==> src/rtl/serial_rx_if.sv <==
// Serial receive port bundle: the raw line into the receiver and the
// recovered byte with its completion/error strobes out of it.
interface serial_rx_if;
   logic       rxd_in;
   logic [7:0] rx_data;
   logic       rx_finish;
   logic       rx_error;

   modport master (
      input  rxd_in,
      output rx_data,
      output rx_finish,
      output rx_error
   );

   modport slave (
      output rxd_in,
      input  rx_data,
      input  rx_finish,
      input  rx_error
   );
endinterface

==> src/rtl/serial_rx.sv <==
// UART receive front end: 16x oversampled 8N1 (or 8E1 with SERIAL_RX_PARITY_EN)
// frame recovery with majority-vote bit decisions and framing/parity error strobes.
module serial_rx #(
   parameter int CLK_FREQ = 100_000_000,
   parameter int BAUD     = 115200
) (
   input  logic        clk,
   input  logic        rst_n,
   serial_rx_if.master rx
);

   localparam int OS_DIV = CLK_FREQ / (BAUD * 16);
   localparam int OSW    = (OS_DIV > 2) ? $clog2(OS_DIV) : 1;

   generate
      if (OS_DIV < 2) begin : g_os_div_check
         $error("serial_rx: CLK_FREQ/(BAUD*16) must be at least 2");
      end
   endgenerate

   localparam logic [2:0] ST_IDLE   = 3'd0;
   localparam logic [2:0] ST_START  = 3'd1;
   localparam logic [2:0] ST_DATA   = 3'd2;
   localparam logic [2:0] ST_PARITY = 3'd3;
   localparam logic [2:0] ST_STOP   = 3'd4;
   localparam logic [2:0] ST_BREAK  = 3'd5;

   logic [2:0]     sync_reg;
   logic [2:0]     state_reg;
   logic [OSW-1:0] os_cnt_reg;
   logic [3:0]     samp_cnt_reg;
   logic [2:0]     bit_idx_reg;
   logic [7:0]     shift_reg;
   logic           s7_reg;
   logic           s8_reg;
   logic [7:0]     rx_data_reg;
   logic           rx_finish_reg;
   logic           rx_error_reg;

   logic       line;
   logic       fall;
   logic       tick;
   logic [3:0] samp_idx;
   logic       at_s9;
   logic       maj;
   logic       par_fault;

   assign line     = sync_reg[1];
   assign fall     = sync_reg[2] & ~sync_reg[1];
   assign tick     = (os_cnt_reg == OSW'(OS_DIV - 1));
   // Sample numbers count ticks from 1 so that samples 7..9 straddle mid-bit.
   assign samp_idx = samp_cnt_reg + 4'd1;
   assign at_s9    = tick && (samp_idx == 4'd9);
   assign maj      = (s7_reg & s8_reg) | (s7_reg & line) | (s8_reg & line);

`ifdef SERIAL_RX_PARITY_EN
   logic par_acc_reg;
   logic par_err_reg;

   assign par_fault = par_err_reg;

   always_ff @(posedge clk or negedge rst_n) begin
      if (!rst_n) begin
         par_acc_reg <= 1'b0;
         par_err_reg <= 1'b0;
      end else if (at_s9) begin
         if (state_reg == ST_START) begin
            par_acc_reg <= 1'b0;
            par_err_reg <= 1'b0;
         end else if (state_reg == ST_DATA) begin
            par_acc_reg <= par_acc_reg ^ maj;
         end else if (state_reg == ST_PARITY) begin
            par_err_reg <= par_acc_reg ^ maj;
         end
      end
   end
`else
   assign par_fault = 1'b0;
`endif

   always_ff @(posedge clk or negedge rst_n) begin
      if (!rst_n) begin
         sync_reg <= 3'b111;
      end else begin
         sync_reg <= {sync_reg[1:0], rx.rxd_in};
      end
   end

   always_ff @(posedge clk or negedge rst_n) begin
      if (!rst_n) begin
         state_reg     <= ST_IDLE;
         os_cnt_reg    <= '0;
         samp_cnt_reg  <= 4'd0;
         bit_idx_reg   <= 3'd0;
         shift_reg     <= 8'h00;
         s7_reg        <= 1'b1;
         s8_reg        <= 1'b1;
         rx_data_reg   <= 8'h00;
         rx_finish_reg <= 1'b0;
         rx_error_reg  <= 1'b0;
      end else begin
         rx_finish_reg <= 1'b0;
         rx_error_reg  <= 1'b0;

         // Counters sit at zero while idle, so the start edge phase-aligns them.
         if (state_reg == ST_IDLE || state_reg == ST_BREAK) begin
            os_cnt_reg   <= '0;
            samp_cnt_reg <= 4'd0;
         end else if (tick) begin
            os_cnt_reg   <= '0;
            samp_cnt_reg <= samp_cnt_reg + 4'd1;
         end else begin
            os_cnt_reg   <= os_cnt_reg + OSW'(1);
         end

         if (tick && samp_idx == 4'd7) begin
            s7_reg <= line;
         end
         if (tick && samp_idx == 4'd8) begin
            s8_reg <= line;
         end

         case (state_reg)
            ST_IDLE: begin
               if (fall) begin
                  state_reg <= ST_START;
               end
            end
            ST_START: begin
               if (at_s9) begin
                  if (!maj) begin
                     state_reg   <= ST_DATA;
                     bit_idx_reg <= 3'd0;
                  end else begin
                     state_reg   <= ST_IDLE;
                  end
               end
            end
            ST_DATA: begin
               if (at_s9) begin
                  shift_reg[bit_idx_reg] <= maj;
                  if (bit_idx_reg == 3'd7) begin
`ifdef SERIAL_RX_PARITY_EN
                     state_reg <= ST_PARITY;
`else
                     state_reg <= ST_STOP;
`endif
                  end else begin
                     bit_idx_reg <= bit_idx_reg + 3'd1;
                  end
               end
            end
`ifdef SERIAL_RX_PARITY_EN
            ST_PARITY: begin
               if (at_s9) begin
                  state_reg <= ST_STOP;
               end
            end
`endif
            ST_STOP: begin
               // Leaving at mid-stop lets a start edge right at stop end be caught.
               if (at_s9) begin
                  if (maj && !par_fault) begin
                     rx_data_reg   <= shift_reg;
                     rx_finish_reg <= 1'b1;
                     state_reg     <= ST_IDLE;
                  end else begin
                     rx_error_reg  <= 1'b1;
                     state_reg     <= maj ? ST_IDLE : ST_BREAK;
                  end
               end
            end
            ST_BREAK: begin
               if (line) begin
                  state_reg <= ST_IDLE;
               end
            end
            default: begin
               state_reg <= ST_IDLE;
            end
         endcase
      end
   end

   assign rx.rx_data   = rx_data_reg;
   assign rx.rx_finish = rx_finish_reg;
   assign rx.rx_error  = rx_error_reg;

endmodule
==> src/flat_wrapper.sv <==
// flat-port wrapper written by rule: the top's interface ports become plain ports
module serial_rx_flat 
#(
   parameter int CLK_FREQ = 100_000_000,
   parameter int BAUD     = 115200
)
  (clk, rst_n, rx_rxd_in, rx_rx_data, rx_rx_finish, rx_rx_error);
  serial_rx_if rx_i ();
  input  logic clk;
  input  logic rst_n;
  input wire logic [$bits(rx_i.rxd_in)-1:0] rx_rxd_in;
  output wire logic [$bits(rx_i.rx_data)-1:0] rx_rx_data;
  output wire logic [$bits(rx_i.rx_finish)-1:0] rx_rx_finish;
  output wire logic [$bits(rx_i.rx_error)-1:0] rx_rx_error;
  assign rx_i.rxd_in = rx_rxd_in;
  assign rx_rx_data = rx_i.rx_data;
  assign rx_rx_finish = rx_i.rx_finish;
  assign rx_rx_error = rx_i.rx_error;
  serial_rx #(.CLK_FREQ(CLK_FREQ), .BAUD(BAUD)) u_core (.clk(clk), .rst_n(rst_n), .rx(rx_i));
endmodule
==> config.mk <==
export PLATFORM = sky130hd
export DESIGN_NAME = serial_rx_flat
export DESIGN_NICKNAME = d
export VERILOG_FILES = /design/src/rtl/serial_rx_if.sv /design/src/rtl/serial_rx.sv /design/src/flat_wrapper.sv
export SDC_FILE = /design/constraint.sdc
export NUM_CORES = 1
export LEC_CHECK = 0
export CAP_MARGIN = 20
export CORE_AREA = 2 2 60 62
export CTS_CLUSTER_SIZE = 28
export DETAILED_ROUTE_END_ITERATION = 16
export DIE_AREA = 0 0 62 64
export DONT_BUFFER_PORTS = 1
export GPL_TIMING_DRIVEN = 0
export PLACE_DENSITY = 0.74
export SETUP_SLACK_MARGIN = 0.02
export SYNTH_ARGS = -nofsm -noshare
export SYNTH_HDL_FRONTEND = slang
export SYNTH_SLANG_ARGS = --single-unit
==> constraint.sdc <==
create_clock -name clk -period 4.6 [get_ports clk]
set_input_delay 1.15 -clock clk [delete_from_list [all_inputs] [get_ports clk]]
set_output_delay 1.15 -clock clk [all_outputs]
set_load 0.1 [all_outputs]
==> metrics.yaml <==
setup_path:
  cp-start-kind: "flip-flop"
  ff2ff_setup_slack_ns: 2.15
  startpoint: "u_core.rx.rx_data[1]$_DFFE_PN0P_"
  crit_path_max_fanout: 2
  critPathArrivalTime_ns: 1.30
  crit_end: "rx_rx_data[1]"
  required_ns: 3.45
  rr_startpoint: "u_core.samp_cnt_reg[0]$_DFFE_PN0P_"
  rr_endpoint: "u_core.shift_reg[5]$_DFFE_PN0P_"
  path_class: "flip-flop to output pin"
  reg2reg_depth: 6
  cp-end-kind: "output pin"
  cp.depth: 0
synth:
  muxShareOfSynthArea_pct: 11.87
  yosys.area_share.adder_pct: 5.386
  synth_edf_count: 0
  syn_nets: 173
  synth_seq_cells: 39
  synth_top_family_by_area: "compound AO/OA/AOI/OAI gates"
  syn_inst: 162
  synth_warnings: 0
  synthFlopType: "dfrtp_1"
  synthSimpleGateAreaFrac_pct: 13.46
  ys_seq_area_share_pct: 48.04
  synth_xor_area_share_pct: 3.427
  synth_compound_area_share_pct: 14.57
  synth_area_sq_mm: 0.002044
  synthArstFlopShare_pct: 100.0
  synth.avg_cell_area_sq_um: 12.62
  yosysUniqueCellTypes: 48
layout:
  final_common_cell: "dfrtp_1"
  fin_area_sq_mm: 0.002188
  layout-drive-gt1-share_pct: 27.65
  final_cell_mix: "dfrtp_1, nor2_1, mux2_2"
  antenna_cells: 0
  area_growth_pct: 7.038
  num-nets-final: 180
timing:
  worst_pin_slew_ns: 0.9132
  period_minus_slack_ns: 2.453
  relSlewSlack_pct: 39.12
  maxSlewViolCount: 0
  finalHoldViolations: 0
  rsz0062_at_grt: "false"
  period_share_pct: 53.33
  skew_ns: 0.008829
  fmax_mhz: 407.6
  finalSetupViolCount: 0
  tns_ns: 0
detailed_routing:
  via_count: 1271
  drt_iter0_markers: 53
  wl_per_cell_um: 16.18
  drt_pass1_iterations: 4
  ant_nets: 0
  avgViaCountPerCell: 5.884
  drc: 0
  wl_mm: 3.494
die:
  dieArea_sq_mm: 0.003968
  initial_core_util_pct: 62.25
  die_x_um: 62
  top_level_ports: 13
  rows: 21
  die_h_um: 64
  core_sq_mm: 0.003284
grt:
  grt_max_degree: 40
  grt_overflow_total: 0
  grt_pass1_vias: 1312
  grtUsageTotal_pct: 21.66
  grt_pass1_wl_mm: 6.306
  antenna_found_initial: 0
clock_tree:
  post-cts-setup-buffers: 0
  htree_levels: 2
  clock-root-buffer: "clkbuf_4"
  cts-resized-gates: 0
  cts_buffer_depth: 2
  cts_tree: "done"
  numCtsBuffers: 5
  cts.sinks: 39
  cts.clk_slew.worst_paths_ns: 0.11
  postCtsHoldBufs: 0
  clk_latency_ns: 0.35
status:
  status: "finished, final reports clean"
hold_path:
  hold_class: "flip-flop to flip-flop"
placed_design:
  dpl.hpwl_mm: 2.507
  portBuffers: 0
  gp_congestion: 0.7908
  post_dp_cell_area_sq_mm: 0.002102
pwr:
  p_total_mw: 0.7564
  irDropWorstVdd_mv: 0.2536
  pwr_density_cell_mw_per_mm2: 345.7
  p_leak_nw: 1.006
flow_run:
  cap_violations: 0
## per-layer routing
metal	vias to the layer above	global-route usage, %	routed length, um
met2	25	31.90	1666
met4	0	7.979	61
met1	634	31.23	1633
met3	7	4.453	133
met5	-	0	0
li1	605	-	-
## through the flow
stage          util, %  std cells  setup WS [ns]  hold slack (ns)
3_3_place_gp     64.00        208          2.233           0.3488
6_report         66.63        216          2.147           0.3646
2_1_floorplan        -        162          2.397           0.3452
4_1_cts          66.63        216          2.130           0.3659
3_5_place_dp     64.00        208          2.162           0.3494
5_1_grt          66.63        216          1.948           0.3676
## cell families (layout without fill, tap and decap cells)
kind of cell / after synthesis / count (layout)
buffers and inverters: 13 / 21
and+or+nand+nor: 46 / 46
adders and majority gates: 9 / 9
muxes: 19 / 19
DFF: 39 / 39
AOI/OAI and AO/OA: 28 / 28
xor gates and xnor gates: 8 / 8
## power breakdown
part	internal [mW]	switching (mW)
combinational	0.0496	0.0506
clock	0.128	0.110
sequential	0.377	0.0408
total	0.555	0.201
## final cells by class
cell class,count,area (sq um)
Multi-Input combinational cell,110,996.0
Sequential cell,39,982.2
Buffer,8,47.55
Inverter,5,18.77
Fill cell,252,1096
Clock inverter,2,35.03
Clock buffer,6,51.30
Tap cell,46,57.56
## worst min-delay path by stage
stage / startpoint / end / slack [ns] / depth (start not counted)
after CTS: u_core.sync_reg[0]$_DFF_PN1_ / u_core.sync_reg[1]$_DFF_PN1_ / 0.37 / 0
after global routing: u_core.sync_reg[0]$_DFF_PN1_ / u_core.sync_reg[1]$_DFF_PN1_ / 0.37 / 0
after global placement: u_core.sync_reg[0]$_DFF_PN1_ / u_core.sync_reg[1]$_DFF_PN1_ / 0.35 / 0
after floorplan: u_core.sync_reg[0]$_DFF_PN1_ / u_core.sync_reg[1]$_DFF_PN1_ / 0.35 / 0
final: u_core.sync_reg[0]$_DFF_PN1_ / u_core.sync_reg[1]$_DFF_PN1_ / 0.36 / 0
after detailed placement: u_core.sync_reg[0]$_DFF_PN1_ / u_core.sync_reg[1]$_DFF_PN1_ / 0.35 / 0
## cells in the mapped netlist, types with 2 or more instances
cell type	n	area [sq um]
inv_1	5	18.77
nor3b_1	2	15.01
and2_1	2	12.51
xor2_1	5	43.79
dfstp_2	5	131.4
a2111oi_1	4	40.04
nand2_1	5	18.77
nand3_1	4	20.02
mux2_4	8	120.1
o2bb2ai_1	2	17.52
or2_2	2	12.51
xnor2_1	3	26.28
ha_1	8	100.1
a21oi_1	2	10.01
nand2b_1	4	25.02
a21o_1	3	22.52
a32o_1	2	20.02
nor4b_1	2	17.52
buf_4	2	15.01
buf_2	2	10.01
dfrtp_1	34	850.8
a2111oi_0	3	26.28
o211ai_1	3	22.52
mux2_2	10	112.6
clkbuf_1	3	11.26
nor2_1	15	56.30
Note: power is estimated with default switching activity, not from simulation.
